<file path="config.mk">
export PLATFORM = sky130hd
export DESIGN_NAME = bit_serializer
export DESIGN_NICKNAME = d
export VERILOG_FILES = /design/src/rtl/bit_serializer.sv
export SDC_FILE = /design/constraint.sdc
export NUM_CORES = 1
export LEC_CHECK = 0
export CAP_MARGIN = 25
export CORE_ASPECT_RATIO = 1.5
export CORE_UTILIZATION = 51
export DETAILED_ROUTE_END_ITERATION = 10
export GPL_TIMING_DRIVEN = 0
export MAX_ROUTING_LAYER = met4
export PLACE_DENSITY_LB_ADDON = 0.3
export RECOVER_POWER = 25
export SLEW_MARGIN = 30
export SYNTH_ARGS = -nofsm -noshare
export SYNTH_HDL_FRONTEND = slang
export SYNTH_SLANG_ARGS = --single-unit
</file>
<file path="constraint.sdc">
create_clock -name clk -period 2.2 [get_ports clk]
set_input_delay 0.22 -clock clk [delete_from_list [all_inputs] [get_ports clk]]
set_output_delay 0.22 -clock clk [all_outputs]
set_load 0.005 [all_outputs]
</file>
<file path="src/rtl/bit_serializer.sv">
// Parallel-to-serial feeder. Accepts a WIDTH-bit word on a valid/ready
// handshake and shifts it out one registered bit per clock, with a done strobe.
module bit_serializer #(
    parameter int unsigned WIDTH     = 8,
    parameter int unsigned LSB_FIRST = 1,
    parameter int unsigned GAP       = 1
) (
    input  logic             clk,
    input  logic             rst,
    input  logic [WIDTH-1:0] in_data,
    input  logic             in_valid,
    output logic             in_ready,
    output logic             out,
    output logic             out_valid,
    output logic             done,
    output logic             busy
);

    localparam int unsigned CW = (WIDTH > 1) ? $clog2(WIDTH) : 1;
    localparam int unsigned GW = 4;
    localparam logic [CW-1:0] CNT_LAST = CW'(WIDTH - 1);
    localparam logic [GW-1:0] GAP_LAST = (GAP > 0) ? GW'(GAP - 1) : '0;

    typedef enum logic [1:0] {
        S_IDLE  = 2'd0,
        S_SHIFT = 2'd1,
        S_GAP   = 2'd2
    } state_e;

    state_e           state_q, state_d;
    logic [WIDTH-1:0] shift_q, shift_d;
    logic [CW-1:0]    cnt_q,   cnt_d;
    logic [GW-1:0]    gap_q,   gap_d;
    logic             out_q,   out_d;
    logic             out_valid_q, out_valid_d;
    logic             done_q,  done_d;
    logic             busy_q,  busy_d;

    logic accept_c;
    logic last_c;

    assign last_c   = (state_q == S_SHIFT) && (cnt_q == CNT_LAST);
    // Ready depends only on state/count (and reset); the GAP==0 term enables back-to-back words.
    assign in_ready = !rst && ((state_q == S_IDLE) || ((GAP == 0) && last_c));
    assign accept_c = in_valid && in_ready;

    assign out       = out_q;
    assign out_valid = out_valid_q;
    assign done      = done_q;
    assign busy      = busy_q;

    always_ff @(posedge clk or posedge rst) begin
        if (rst) begin
            state_q     <= S_IDLE;
            shift_q     <= '0;
            cnt_q       <= '0;
            gap_q       <= '0;
            out_q       <= 1'b0;
            out_valid_q <= 1'b0;
            done_q      <= 1'b0;
            busy_q      <= 1'b0;
        end else begin
            state_q     <= state_d;
            shift_q     <= shift_d;
            cnt_q       <= cnt_d;
            gap_q       <= gap_d;
            out_q       <= out_d;
            out_valid_q <= out_valid_d;
            done_q      <= done_d;
            busy_q      <= busy_d;
        end
    end

    // Next-state logic.
    always_comb begin
        state_d = state_q;
        case (state_q)
            S_IDLE: begin
                if (accept_c) state_d = S_SHIFT;
            end
            S_SHIFT: begin
                if (last_c) begin
                    if (GAP > 0)       state_d = S_GAP;
                    else if (accept_c) state_d = S_SHIFT;
                    else               state_d = S_IDLE;
                end
            end
            S_GAP: begin
                if (gap_q == GAP_LAST) state_d = S_IDLE;
            end
            default: state_d = S_IDLE;
        endcase
    end

    // Datapath and registered-output next values.
    always_comb begin
        shift_d     = shift_q;
        cnt_d       = cnt_q;
        gap_d       = gap_q;
        out_d       = 1'b0;
        out_valid_d = 1'b0;
        done_d      = 1'b0;
        busy_d      = (state_d != S_IDLE);

        if (accept_c) begin
            // First bit goes straight to the output flop; the rest is pre-shifted.
            if (LSB_FIRST != 0) begin
                out_d   = in_data[0];
                shift_d = in_data >> 1;
            end else begin
                out_d   = in_data[WIDTH-1];
                shift_d = in_data << 1;
            end
            out_valid_d = 1'b1;
            cnt_d       = '0;
            gap_d       = '0;
        end else if (state_q == S_SHIFT && !last_c) begin
            if (LSB_FIRST != 0) begin
                out_d   = shift_q[0];
                shift_d = shift_q >> 1;
            end else begin
                out_d   = shift_q[WIDTH-1];
                shift_d = shift_q << 1;
            end
            out_valid_d = 1'b1;
            cnt_d       = cnt_q + CW'(1);
            done_d      = (cnt_d == CNT_LAST);
        end else if (last_c) begin
            cnt_d = '0;
            gap_d = '0;
        end else if (state_q == S_GAP) begin
            gap_d = (gap_q == GAP_LAST) ? '0 : gap_q + GW'(1);
        end
    end

endmodule

</file>
# After elaboration in Yosys (flattened, before gate mapping)

Index checks and enable logic that the tools add are counted.
Widths: inputs -> output; s select.

Memories: 0
Latch bits: 0
Output and inout bits: 5
Input port bits: 11
Memory bits (read-only): 0
Bits in writable memories: 0
Register bits after elaboration: 21

Add/subtract/negate cells: 2
Reductions and logical operators: 13
Shift-type cells: 0
Eq/ne operators: 5
Bitwise gates (word level): 0
Div/mod/pow operators: 0
Muxes and demuxes: 20
$lt $le $gt $ge: 0
Multipliers: 0

Operators with widths:

| kind                | number |
|---|---|
| $mux 4              | 5 |
| $mux 8              | 2 |
| $mux 3              | 3 |
| $eq 3x3->1 const B  | 2 |
| $mux 1              | 6 |
| $mux 2              | 3 |
| $pmux 2 s3          | 1 |
| $reduce_bool 3->1   | 2 |
| $add 4x1->4 const B | 1 |
| $logic_and 1x1->1   | 4 |
| $logic_not 4->1     | 1 |
| $reduce_bool 2->1   | 2 |
| $add 3x1->3 const B | 1 |
| $eq 2x1->1 const B  | 1 |
| $eq 2x2->1 const B  | 1 |
| $logic_not 1->1     | 2 |
| $logic_not 2->1     | 1 |
| $ne 2x2->1 const B  | 1 |
| $reduce_and 2->1    | 1 |

# Longest topological paths before layout

Depth after elaboration: 6
Depth in mapped cells: 6

# Worst setup path before layout

OpenSTA, ideal clock, no wires.

Path kind: register to register
Start point: reg cnt_q[1]
End point: reg shift_q[0]
Period minus slack after synthesis: 1.633 ns
Buffers on the path: 1
Arrival: 1.511 ns
Stages on the path, launching flop included: 7
Setup slack: 0.567 ns
Setup time: 0.122 ns
Path through: dfrtp_1 ha_1 ha_1 or3b_2 buf_2 nand2_1 a21oi_1

Word-level cells in the longest chain between the ends: 5

Ends and longest elaborated chain:

| item                               | RTL line | RTL |
|---|---|---|
| from (decl)                        | 32       | `logic [CW-1:0] cnt_q, cnt_d;` |
| from (signal assigned)             | 65       | `cnt_q <= cnt_d;` |
| $eq 3x3->1                         | 42       | `assign last_c = (state_q == S_SHIFT) && (cnt_q == CNT_LAST);` |
| $logic_and 1x1->1                  | 42       |  |
| $logic_not 1->1                    | 117      | `end else if (state_q == S_SHIFT && !last_c) begin` |
| $logic_and 1x1->1                  | 117      |  |
| $reduce_bool 2->1 (no source line) | -        |  |
| to (signal assigned)               | 64       | `shift_q <= shift_d;` |
| to (decl)                          | 31       | `logic [WIDTH-1:0] shift_q, shift_d;` |

No other way between the ends.
A chain may end at the register's enable or synchronous reset.

# Worst setup path after layout

Start point: reg state_q[1]
End point: out in_ready

Word-level cells in the longest chain between the ends: 2

Ends and longest elaborated chain:

| item                   | RTL line | RTL |
|---|---|---|
| from (decl)            | 30       | `state_e state_q, state_d;` |
| from (signal assigned) | 63       | `state_q <= state_d;` |
| $logic_not 2->1        | 44       | `assign in_ready = !rst && ((state_q == S_IDLE) \|\| ((GAP == 0) && last_c));` |
| $logic_and 1x1->1      | 44       |  |
| to (decl)              | 12       | `output logic in_ready,` |

No other way between the ends.

==> impl_metrics.json <==
{
  "run_status": "finished clean",
  "holdPathStages": 3,
  "grt_use_met3_pct": 3.502,
  "layout.cells.non_filler": 141,
  "syn_inst": 101,
  "reg2reg_slack_ps": 350,
  "hold_violations": 0,
  "numCtsBuffers": 3,
  "clkSinkCount": 20,
  "routed_via_density": 5.617,
  "r2r_start": "cnt_q[0]",
  "drive_gt1_share_pct": 14.17,
  "required_ps": 1980,
  "syn_to_final_growth_pct": 20.68,
  "die_h_um": 57,
  "maxCapViolCount": 0,
  "wirelength_um": 1933,
  "grt_max_degree": 21,
  "first_iter_violations": 17,
  "ys_ff_latch": 20,
  "htree_levels": 1,
  "grt_busiest_layer": "met2",
  "drtPass1Iterations": 4,
  "dp_hpwl_um": 1392,
  "start_kind": "flop",
  "fill_cells": 152,
  "regArea_um2": 500.5,
  "path_class": "flop to output pin",
  "fin_util_pct": 66.94,
  "wl_per_cell_um": 13.71,
  "vias": 792,
  "pin_count": 16,
  "grt_pass1_wl_um": 3381,
  "clock_latency_ps": 300,
  "max_freq_mhz": 540.6,
  "cp_max_fo": 10,
  "fin_crit_ps": 1850,
  "cp-end-kind": "output pin",
  "syn-num-nets": 117,
  "rsz0062_at_grt": "no",
  "ant_nets": 0,
  "grt.overflow.total": 0,
  "track_usage_pct": 22.05,
  "core_area_um2": 1854,
  "powerDensity_nw_per_um2": 1117,
  "relSlewSlack_pct": 49.74,
  "antenna_found_initial": 0,
  "period_share_pct": 84.08,
  "startpoint": "state_q[1]",
  "r2r_cells": 5,
  "met2_usage_pct": 36.90,
  "worstHoldStart": "in_data[7]",
  "cts_buffer_depth": 2,
  "cts-root-buf": "clkbuf_4",
  "port_buffers": 15,
  "yosysSeqAreaShare_pct": 48.66,
  "fin_nets": 137,
  "rows": 19,
  "multi_input_area_um2": 470.5,
  "min_path_type": "input port to flop",
  "cts_setup_buffers": 0,
  "route.detailed.drc": 0,
  "antennaDiodeCount": 0,
  "ir_drop_mv": 0.6134,
  "start_util_pct": 55.47,
  "min_to": "shift_q[6]",
  "p_total_mw": 1.386,
  "tritoncts": "built",
  "dieArea_um2": 2204,
  "rr_endpoint": "shift_q[4]",
  "yosysUniqueCellTypes": 31,
  "syn_avg_cell_area_um2": 10.18,
  "gp_congestion": 0.7743,
  "setup_violations": 0,
  "hold_ws_ps": 439.0,
  "die_x_um": 38.67,
  "clock_skew_ps": 5.037,
  "ys_warn_count": 0,
  "power_leakage_nw": 0.5651,
  "tightest_slew_ps": 753.1,
  "cp.arrival_ps": 1630,
  "first_global_vias": 804,
  "maxSlewViolCount": 0,
  "postCtsHoldBufs": 0,
  "cts.repair.resized": 0,
  "met1_usage_pct": 25.20,
  "placed_cells": 137,
  "netlist_area_um2": 1028,
  "path_clk_slew_ps": 110,
  "final.setup.tns_ps": 0
}
kinds of logic (layout without fill, tap and decap cells):
kind of cell             Yosys count  count (layout)  synth area share (%)
AO/OA/AOI/OAI                     22              22                 12.17
buffers and inverters             10              29                 5.596
adder cells (fa/ha/maj)            5               5                 6.083
flip-flops                        20              20                 48.66
multiplexers                       1               1                0.9733
AND/OR/NAND/NOR                   43              43                 26.52
worst max-delay path, stage by stage, from the launching register on:
cell and delay [ps]:
dfrtp_1 410, buf_4 180, nor3_1 200, clkdlybuf4s50_1 530
power by group:
group          switching, mW  leakage (nW)  internal, mW
Sequential            0.0717         0.255         0.500
Combinational          0.306         0.289         0.298
Clock                  0.109        0.0210         0.101
Total                  0.487         0.565         0.899
worst max path at each step:
stage | cells after the start | endpoint | slack (ps)
after detailed placement | 5 | shift_q[4] | 350
after floorplan | 6 | shift_q[0] | 570
after global placement | 5 | shift_q[3] | 440
final | 3 | in_ready | 350
after global routing | 5 | shift_q[1] | 270
after CTS | 3 | in_ready | 330
sequential cells by signal, summed over array words and instances (netlist names):
name and count:
done 1, busy 1, gap_q 4, out 1, state_q 2, shift_q 7, out_valid 1, cnt_q 3
metrics by stage:
step	instance area, um2	setup WS (ps)
6_report	1241	350.3
5_1_grt	1241	265.3
4_1_cts	1241	332.0
3_5_place_dp	1205	350.9
3_3_place_gp	1205	443.5
2_1_floorplan	1028	566.8
cell usage after synthesis:
cell	n	area (um2)
o211ai_1	1	7.510
nand3b_1	1	7.510
nor3b_2	1	12.51
a21oi_1	16	80.08
nand3_2	2	20.02
inv_1	6	22.52
or4b_4	1	13.76
nor3_1	1	5.000
ha_1	5	62.56
nand2_1	15	56.30
and3_1	1	6.260
buf_2	1	5.000
nor3b_1	2	15.01
o22ai_1	1	6.260
dfrtp_1	20	500.5
nor2_1	7	26.28
nand2b_4	1	13.76
o21ai_0	2	10.01
or2b_1	1	7.510
buf_6	2	22.52
a22o_1	1	8.760
nand4b_1	2	17.52
or3b_2	2	17.52
nor4b_4	1	23.77
or3_1	1	6.260
buf_4	1	7.510
nor2b_1	1	6.260
or4_1	1	7.510
o31ai_2	1	12.51
nand3_1	2	10.01
mux2i_1	1	10.01
placed cells by master (no fill, tap or decap), types with 2 or more instances in the layout:
cell type / Yosys / final
nor3b_1: 2 / 2
a21oi_1: 16 / 16
clkbuf_4: 0 / 3
clkdlybuf4s50_1: 0 / 14
buf_6: 2 / 2
o21ai_0: 2 / 2
nand3_1: 2 / 2
inv_1: 6 / 6
nand3_2: 2 / 2
ha_1: 5 / 5
nand4b_1: 2 / 2
dfrtp_1: 20 / 20
or3b_2: 2 / 2
nand2_1: 15 / 15
nor2_1: 7 / 7
layout make-up:
| class | instances | share of cell area (%) |
|---|---|---|
| well taps | 21 | 2.117 |
| inverters | 6 | 1.815 |
| flip-flops and latches | 20 | 40.32 |
| multi-input cells | 71 | 37.90 |
| clock buffers | 4 | 2.923 |
| plain buffers | 4 | 2.823 |
| repair buffers | 15 | 12.10 |
per-layer routing:
layer,routed length (um),part of all wire (%)
met2,1039,54
met1,842,44
met4,23,1.2
met3,28,1.4
met5,0,0
Note: power is estimated with default switching activity, not from simulation.
